[config.mk]
export PLATFORM = sky130hd
export DESIGN_NAME = timer_regressivo
export DESIGN_NICKNAME = d
export VERILOG_FILES = /design/src/rtl/timer_regressivo_pkg.sv /design/src/rtl/timer_regressivo_divisor_tick.sv /design/src/rtl/timer_regressivo.sv
export SDC_FILE = /design/constraint.sdc
export NUM_CORES = 1
export LEC_CHECK = 0
export BUFFER_PORTS_ARGS = -buffer_cell sky130_fd_sc_hd__buf_2
export CAP_MARGIN = 0
export CELL_PAD_IN_SITES_DETAIL_PLACEMENT = 2
export CELL_PAD_IN_SITES_GLOBAL_PLACEMENT = 2
export CORE_MARGIN = 5
export CORE_UTILIZATION = 28
export DETAILED_ROUTE_END_ITERATION = 6
export PLACE_DENSITY_LB_ADDON = 0.05
export SLEW_MARGIN = 25
export SYNTH_ARGS = -nofsm -noshare
export SYNTH_HDL_FRONTEND = slang
export SYNTH_SLANG_ARGS = --single-unit
export TNS_END_PERCENT = 30
[constraint.sdc]
create_clock -name clock -period 6.15 [get_ports clock]
set_input_delay 0.9225 -clock clock [delete_from_list [all_inputs] [get_ports clock]]
set_output_delay 0.9225 -clock clock [all_outputs]
set_load 0.02 [all_outputs]
[src/rtl/timer_regressivo_pkg.sv]
// ============================================================================
// Module  : timer_pkg
// Brief   : Shared state encoding and sizing helper for timer_regressivo.
// Revision: 1.0
// ============================================================================
`default_nettype none

package timer_pkg;

    typedef enum logic [1:0] {
        OCIOSO   = 2'd0,
        CONTANDO = 2'd1,
        PAUSADO  = 2'd2,
        EXPIRADO = 2'd3
    } estado_t;

    // Prescaler counter width; never narrower than one bit (P=1 still needs a register).
    function automatic int prescaler_width(input int p);
        return (p > 1) ? $clog2(p) : 1;
    endfunction

endpackage

`default_nettype wire

[src/rtl/timer_regressivo_divisor_tick.sv]
// ============================================================================
// Module  : divisor_tick
// Brief   : Prescaler counting 0..P-1 while enabled; tick marks the wrap.
// Revision: 1.0
// ============================================================================
`default_nettype none

module divisor_tick #(
    parameter int P = 50_000_000,
    parameter int W = 26
) (
    input  logic clock,
    input  logic zera_n,
    input  logic clr,
    input  logic en,
    output logic tick
);

    localparam logic [W-1:0] c_max = W'(P - 1);

    logic [W-1:0] r_cnt;

    always_ff @(posedge clock or negedge zera_n) begin
        if (!zera_n) begin
            r_cnt <= '0;
        end else if (clr) begin
            r_cnt <= '0;
        end else if (en) begin
            r_cnt <= (r_cnt == c_max) ? '0 : r_cnt + W'(1);
        end
    end

    assign tick = en && (r_cnt == c_max);

endmodule

`default_nettype wire

[src/rtl/timer_regressivo.sv]
// ============================================================================
// Module  : timer_regressivo
// Brief   : Loadable countdown timer with pause, expiry pulse and level.
//           Optional half-count pulse `meio` when TIMER_REGRESSIVO_MEIO_EN.
// Revision: 1.0
// ============================================================================
`default_nettype none

module timer_regressivo
    import timer_pkg::*;
#(
    parameter int M = 100,
    parameter int N = 7,
    parameter int P = 50_000_000
) (
    input  logic         clock,
    input  logic         zera_n,
    input  logic         zera_s,
    input  logic         carrega,
    input  logic [N-1:0] valor,
    input  logic         inicia,
    input  logic         pausa,
    output logic [N-1:0] Q,
    output logic         ativo,
    output logic         fim,
    output logic         expirado
`ifdef TIMER_REGRESSIVO_MEIO_EN
    ,
    output logic         meio
`endif
);

    localparam int           c_pw  = prescaler_width(P);
    localparam logic [N-1:0] c_max = N'(M - 1);

    estado_t      r_estado;
    logic         w_tick;
    logic         w_clr;
    logic         w_en;
    logic [N-1:0] w_carga;
    logic [N-1:0] w_q_dec;

    assign w_carga = (int'(valor) > M - 1) ? c_max : valor;
    assign w_q_dec = Q - N'(1);
    assign w_clr   = zera_s | carrega;
    // Prescaler holds through a pause so a resumed period keeps its progress.
    assign w_en    = (r_estado == CONTANDO) && !zera_s && !carrega && !pausa;

    divisor_tick #(
        .P (P),
        .W (c_pw)
    ) u_divisor_tick (
        .clock  (clock),
        .zera_n (zera_n),
        .clr    (w_clr),
        .en     (w_en),
        .tick   (w_tick)
    );

`ifdef TIMER_REGRESSIVO_MEIO_EN
    logic [N-1:0] r_l;
    logic [N-1:0] w_metade;

    assign w_metade = r_l >> 1;

    always_ff @(posedge clock or negedge zera_n) begin
        if (!zera_n) begin
            r_l  <= '0;
            meio <= 1'b0;
        end else begin
            meio <= 1'b0;
            if (zera_s) begin
                r_l <= '0;
            end else if (carrega) begin
                r_l <= w_carga;
            end else if (w_tick && (w_q_dec == w_metade) && (w_metade != '0)) begin
                meio <= 1'b1;
            end
        end
    end
`endif

    always_ff @(posedge clock or negedge zera_n) begin
        if (!zera_n) begin
            r_estado <= OCIOSO;
            Q        <= '0;
            ativo    <= 1'b0;
            fim      <= 1'b0;
            expirado <= 1'b0;
        end else begin
            fim <= 1'b0;
            if (zera_s) begin
                r_estado <= OCIOSO;
                Q        <= '0;
                ativo    <= 1'b0;
                expirado <= 1'b0;
            end else if (carrega) begin
                r_estado <= OCIOSO;
                Q        <= w_carga;
                ativo    <= 1'b0;
                expirado <= 1'b0;
            end else begin
                case (r_estado)
                    OCIOSO, PAUSADO: begin
                        if (inicia) begin
                            if (Q != '0) begin
                                r_estado <= CONTANDO;
                                ativo    <= 1'b1;
                            end else begin
                                r_estado <= EXPIRADO;
                                ativo    <= 1'b0;
                                expirado <= 1'b1;
                                fim      <= 1'b1;
                            end
                        end
                    end
                    CONTANDO: begin
                        if (pausa) begin
                            r_estado <= PAUSADO;
                        end else if (w_tick) begin
                            Q <= w_q_dec;
                            if (Q == N'(1)) begin
                                r_estado <= EXPIRADO;
                                ativo    <= 1'b0;
                                expirado <= 1'b1;
                                fim      <= 1'b1;
                            end
                        end
                    end
                    default: begin
                    end
                endcase
            end
        end
    end

endmodule

`default_nettype wire

[After elaboration in Yosys (flattened, before gate mapping)]
Cells that the tools add are included.
Cells by class
  add/subtract/negate cells: 2
  $lt $le $gt $ge: 1
  equal/unequal tests: 12
  muxes and demuxes: 41
  bitwise gates (word level): 1
  reduce and logical (&&, ||, !) cells: 18
Operators with widths (number)
  $mux W26: 3
  $mux W7: 6
  $add A26 B1 Y26 const B: 1
  $eq A26 B26 Y1 const B: 1
  $mux W1: 21
  $mux W2: 7
  $ne A4 B4 Y1 const B: 3
  $ne A5 B4 Y1 const B: 2
  $ne A4 B3 Y1 const B: 2
  $eq A7 B1 Y1 const B: 1
  $gt A7 B7 Y1 const B: 1
  $reduce_bool A7 Y1: 1
  $sub A7 B1 Y7 const B: 1
  $pmux W1 S2: 3
  $reduce_and A6 Y1: 1
  $reduce_bool A3 Y1: 2
  $reduce_and A5 Y1: 1
  $logic_and A1 B1 Y1: 4
  $pmux W2 S2: 1
  $reduce_and A4 Y1: 1
  $reduce_bool A4 Y1: 1
  $logic_not A1 Y1: 3
  $ne A3 B3 Y1 const B: 1
  $reduce_and A3 Y1: 1
  other kinds (6): 6
Storage, ports and cells
  register bits: 38

[Longest topological paths before layout]
  depth after elaboration: 10
  mapped depth: 8
  depth with buffers taken out: 6

[By module]
A second synthesis with hierarchy kept.
Second synthesis, totals
  cell total of the unflattened synthesis: 257
  area, all modules: 2327.2 sq um
By module, submodules not included
  divisor_tick: times used 1, cells each 173, area each 1551.5 sq um, sequential area each 650.6 sq um
  timer_regressivo: times used 1, cells each 84, area each 775.7 sq um, sequential area each 300.3 sq um

[Worst setup path after synthesis]
No wires, ideal clock.
  path kind: input-to-reg
  start point: input port carrega
  end point: register u_divisor_tick.r_cnt[9]
  setup time: 82 ps
  arrival time: 2281 ps
  required time: 6068 ps
  slack: 3787 ps
  stages on the path: 6
  cell sequence: or2_2 > a211oi_1 > clkbuf_1 > clkbuf_1 > a21oi_1 > a31oi_1
Between the ends
  longest elaborated chain between the ends: 4
  elaborated cells between the ends (all ways): 6
  those cells by class: mux (1); bitwise (1); reduce/logical (4)
Ends and longest elaborated chain
  start, declared: line timer_regressivo.sv:19  | input logic carrega,
  $logic_not A1 Y1: line timer_regressivo.sv:47  | assign w_en = (r_estado == CONTANDO) && !zera_s && !carrega && !pausa;
  $logic_and A1 B1 Y1 (2 in series): line timer_regressivo.sv:47
  $reduce_bool A2 Y1 (no line)
  end signal, assigned: line timer_regressivo_divisor_tick.sv:29  | r_cnt <= (r_cnt == c_max) ? '0 : r_cnt + W'(1);
  end, declared: line timer_regressivo_divisor_tick.sv:21  | logic [W-1:0] r_cnt;
Several ways; a longest one is shown, not always the timed one.
A chain may end at the register's enable or synchronous reset.

[Worst setup path in the final report]
  start point: register u_divisor_tick.r_cnt[0]
  end point: register Q[5]
Between the ends
  longest elaborated chain between the ends: 4
Ends and longest elaborated chain
  $eq A26 B26 Y1: line timer_regressivo_divisor_tick.sv:33  | assign tick = en && (r_cnt == c_max);
  $logic_and A1 B1 Y1: line timer_regressivo_divisor_tick.sv:33
  $reduce_bool A3 Y1 (no line)
  $reduce_and A3 Y1 (no line)
  end signal, assigned: line timer_regressivo.sv:99  | Q <= w_carga;
  end signal, assigned: line timer_regressivo.sv:121  | Q <= w_q_dec;
  end, declared: line timer_regressivo.sv:23  | output logic [N-1:0] Q,
Every way passes these cells.

==> metrics.txt <==
clk slew on worst S/H paths 0.08 ns; starting density of the core 28.7%; antenna viol nets, final 0; DR WL/cell 18.0 µm; HP Start expirado$_DFFE_PN0P_; Yosys cell types 42; critical path class reg -> reg; Req. time, crit path 6.35 ns; Iteration-0 DRC Markers 54; largest net degree at the start of global routing 39; nets 290; DR WL met2 2.99 mm; Syn. warnings 0; layout cells sized above 1 14.6%; Net Count, Synth 267; grt ovf 0; pwr/cell area 204 nW/µm²; Post-CTS Setup Bufs 0; worst-skew pair later-pin latency 0.29 ns; Worst Path Buf+Inv 0; hold depth 1; number of CTS-inserted buffers 5; CP max FO 9; Total Neg Setup Slack 0 ns; Synth-to-Final Area Change 15.1%; hold violation total from the final report 0; Worst path slowest cell nor4_4; r2r endpoint Q[5]$_DFFE_PN0P_; Fmax 368 MHz; Mapped Cells 250; crit-path cells ha_1, nand4_1, nor4_4, nand3_4, or4_1, a311oi_1; status completed; Met3 Routed Length 145 µm; number of global-route vias before repair 2,164; CTS max path bufs 2; CTS H-tree lvls 2; clk sinks 38; # rows 32; unrepaired setup endpoints after global routing false; cell family with most CP delay simple AND/OR/NAND/NOR gates; worst vdd ir 68.4 µV; most common cell after layout, fill and taps aside dfrtp_1; min-delay worst type reg -> reg; Die ar. 9760 µm²; CP Capture Type flop; setup violators final 0; diodes inserted 0; DRC viols 0; Final period util 44.2%; GR Util All Layers 14.7%; Port Buffer Count 22; Non-Filler Instances 376; cell count after placement 368; Die Ht 98.8 µm; Worst slew margin 47.3%; TritonCTS clock tree done; DR vias/cell 5.28; Leak 0.00102 µW; Max Cap Viol 0; Worst Hold End expirado$_DFFE_PN0P_; GPL Wtd Cong 0.734; clk_skew 0.00428 ns; Die Width 98.8 µm; crit path time final 2.72 ns; drt total wl 6.77 mm; DR top layer met4; vias 1,986; sequential fraction of the synthesis area 43.1%; Fillers 898; # resized after CTS 0; Mapped Avg Cell Area 8.83 µm²; register bit total from synthesis 38; Final HPWL DP 4.99 mm; Clock Tree Root clkbuf_8; TritonRoute pass-1 iters 4; global-route wire length before repair 11.5 mm; M1 wire length 3.55 mm; I/O pin count 23; R2R cell count 6; Final Slew Violations 0; Worst setup startpoint u_divisor_tick.r_cnt[0]$_DFFE_PN0P_; R2R Setup Slk 3.43 ns; Critical Path Source Type flop; CP arrival 2.92 ns; Netlist Area Pre-Place 2210 µm²; Worst R2R Start u_divisor_tick.r_cnt[0]$_DFFE_PN0P_; hold_buf cts 0; CP max stage delay 0.72 ns; core region area 7690 µm²; worst-margin pin slew 0.787 ns; initial antenna violation count 0; most frequent cells in the layout dfrtp_1, nand2_1, buf_2, a21oi_1, nor2_1
cells in the mapped netlist, drive strengths merged:
master	count	area (µm²)
a32o	1	10.0
a22o	1	8.76
nand2	29	109
nand4b	1	8.76
a21oi	18	90.1
a211o	1	10.0
or4	5	41.3
nand4	10	62.6
o21bai	2	15.0
o31ai	1	7.51
or3	5	31.3
inv	9	33.8
nand2b	5	31.3
a31oi	15	93.8
clkbuf	7	26.3
a41oi	2	17.5
o22ai	2	12.5
and3	1	6.26
xnor2	2	17.5
mux2i	1	10.0
a311oi	1	8.76
o21ai	13	65.1
xor2	6	52.6
o21a	2	15.0
nor3b	2	15.0
or2	2	12.5
dfrtp	38	951
o211ai	4	30.0
buf	1	11.3
ha	4	50.1
a211oi	3	22.5
or4b	1	10.0
a21o	5	37.5
and2	1	6.26
nor3	11	55.1
nand3	15	87.6
and2b	2	15.0
nor2	17	63.8
nor4	4	55.1
worst reg2reg max path, cell delays in order, from the launching register on:
cell,delay [ns]
dfrtp_1,0.41
ha_1,0.22
nand4_1,0.36
nor4_4,0.72
nand3_4,0.16
or4_1,0.50
a311oi_1,0.26
worst max path at each step:
stage / end / cells after the start
3_3_place_gp: Q[5]$_DFFE_PN0P_ / 6
2_1_floorplan: u_divisor_tick.r_cnt[9]$_DFFE_PN0P_ / 6
4_1_cts: Q[5]$_DFFE_PN0P_ / 6
6_report: Q[5]$_DFFE_PN0P_ / 6
5_1_grt: Q[5]$_DFFE_PN0P_ / 6
3_5_place_dp: Q[5]$_DFFE_PN0P_ / 6
final cells by class:
| type | count | area (µm²) | area share (%) |
|---|---|---|---|
| timing repair buffer | 24 | 128 | 5.02 |
| tap | 102 | 128 | 5.02 |
| multi-input combinational | 195 | 1190 | 46.8 |
| inverter | 9 | 33.8 | 1.33 |
| sequential | 38 | 951 | 37.4 |
| clock buffer | 8 | 110 | 4.33 |
kinds of logic after synthesis:
family / count (synthesis) / share of synthesized area (%)
mux: 1 / 0.454
xor+xnor: 8 / 3.17
buf+inv: 17 / 3.23
fa+ha+maj: 4 / 2.27
compound gates: 71 / 20.1
simple gates: 111 / 27.7
flops: 38 / 43.1
layer usage:
metal	track usage [%]	vias to the layer above
met5	0	-
met2	22.3	21
met3	2.48	7
met1	21.5	984
met4	4.10	0
li1	-	974
through the flow:
stage               util [%]  hold WS (ns)  setup WS (ns)  total power (µW)  instance area (µm²)
global placement        31.6         0.472           3.50               316                 2430
finish                  33.0         0.495           3.43               518                 2540
detailed placement      31.6         0.487           3.45               317                 2430
floorplan                  -         0.450           3.79               292                 2210
CTS                     33.0         0.505           3.42               530                 2540
global route            33.0         0.530           3.17               546                 2540
report_power, final:
part	total, µW	switching [µW]	internal [µW]
Clock	208	94.4	113
Combinational	52.2	35.3	17.0
Sequential	258	4.48	254
registers in the layout (all words and copies together), names as in the netlist:
signal / count
ativo: 1
Q: 7
expirado: 1
fim: 1
u_divisor_tick.r_cnt: 26
r_estado: 2
Note: power is estimated with default switching activity, not from simulation.
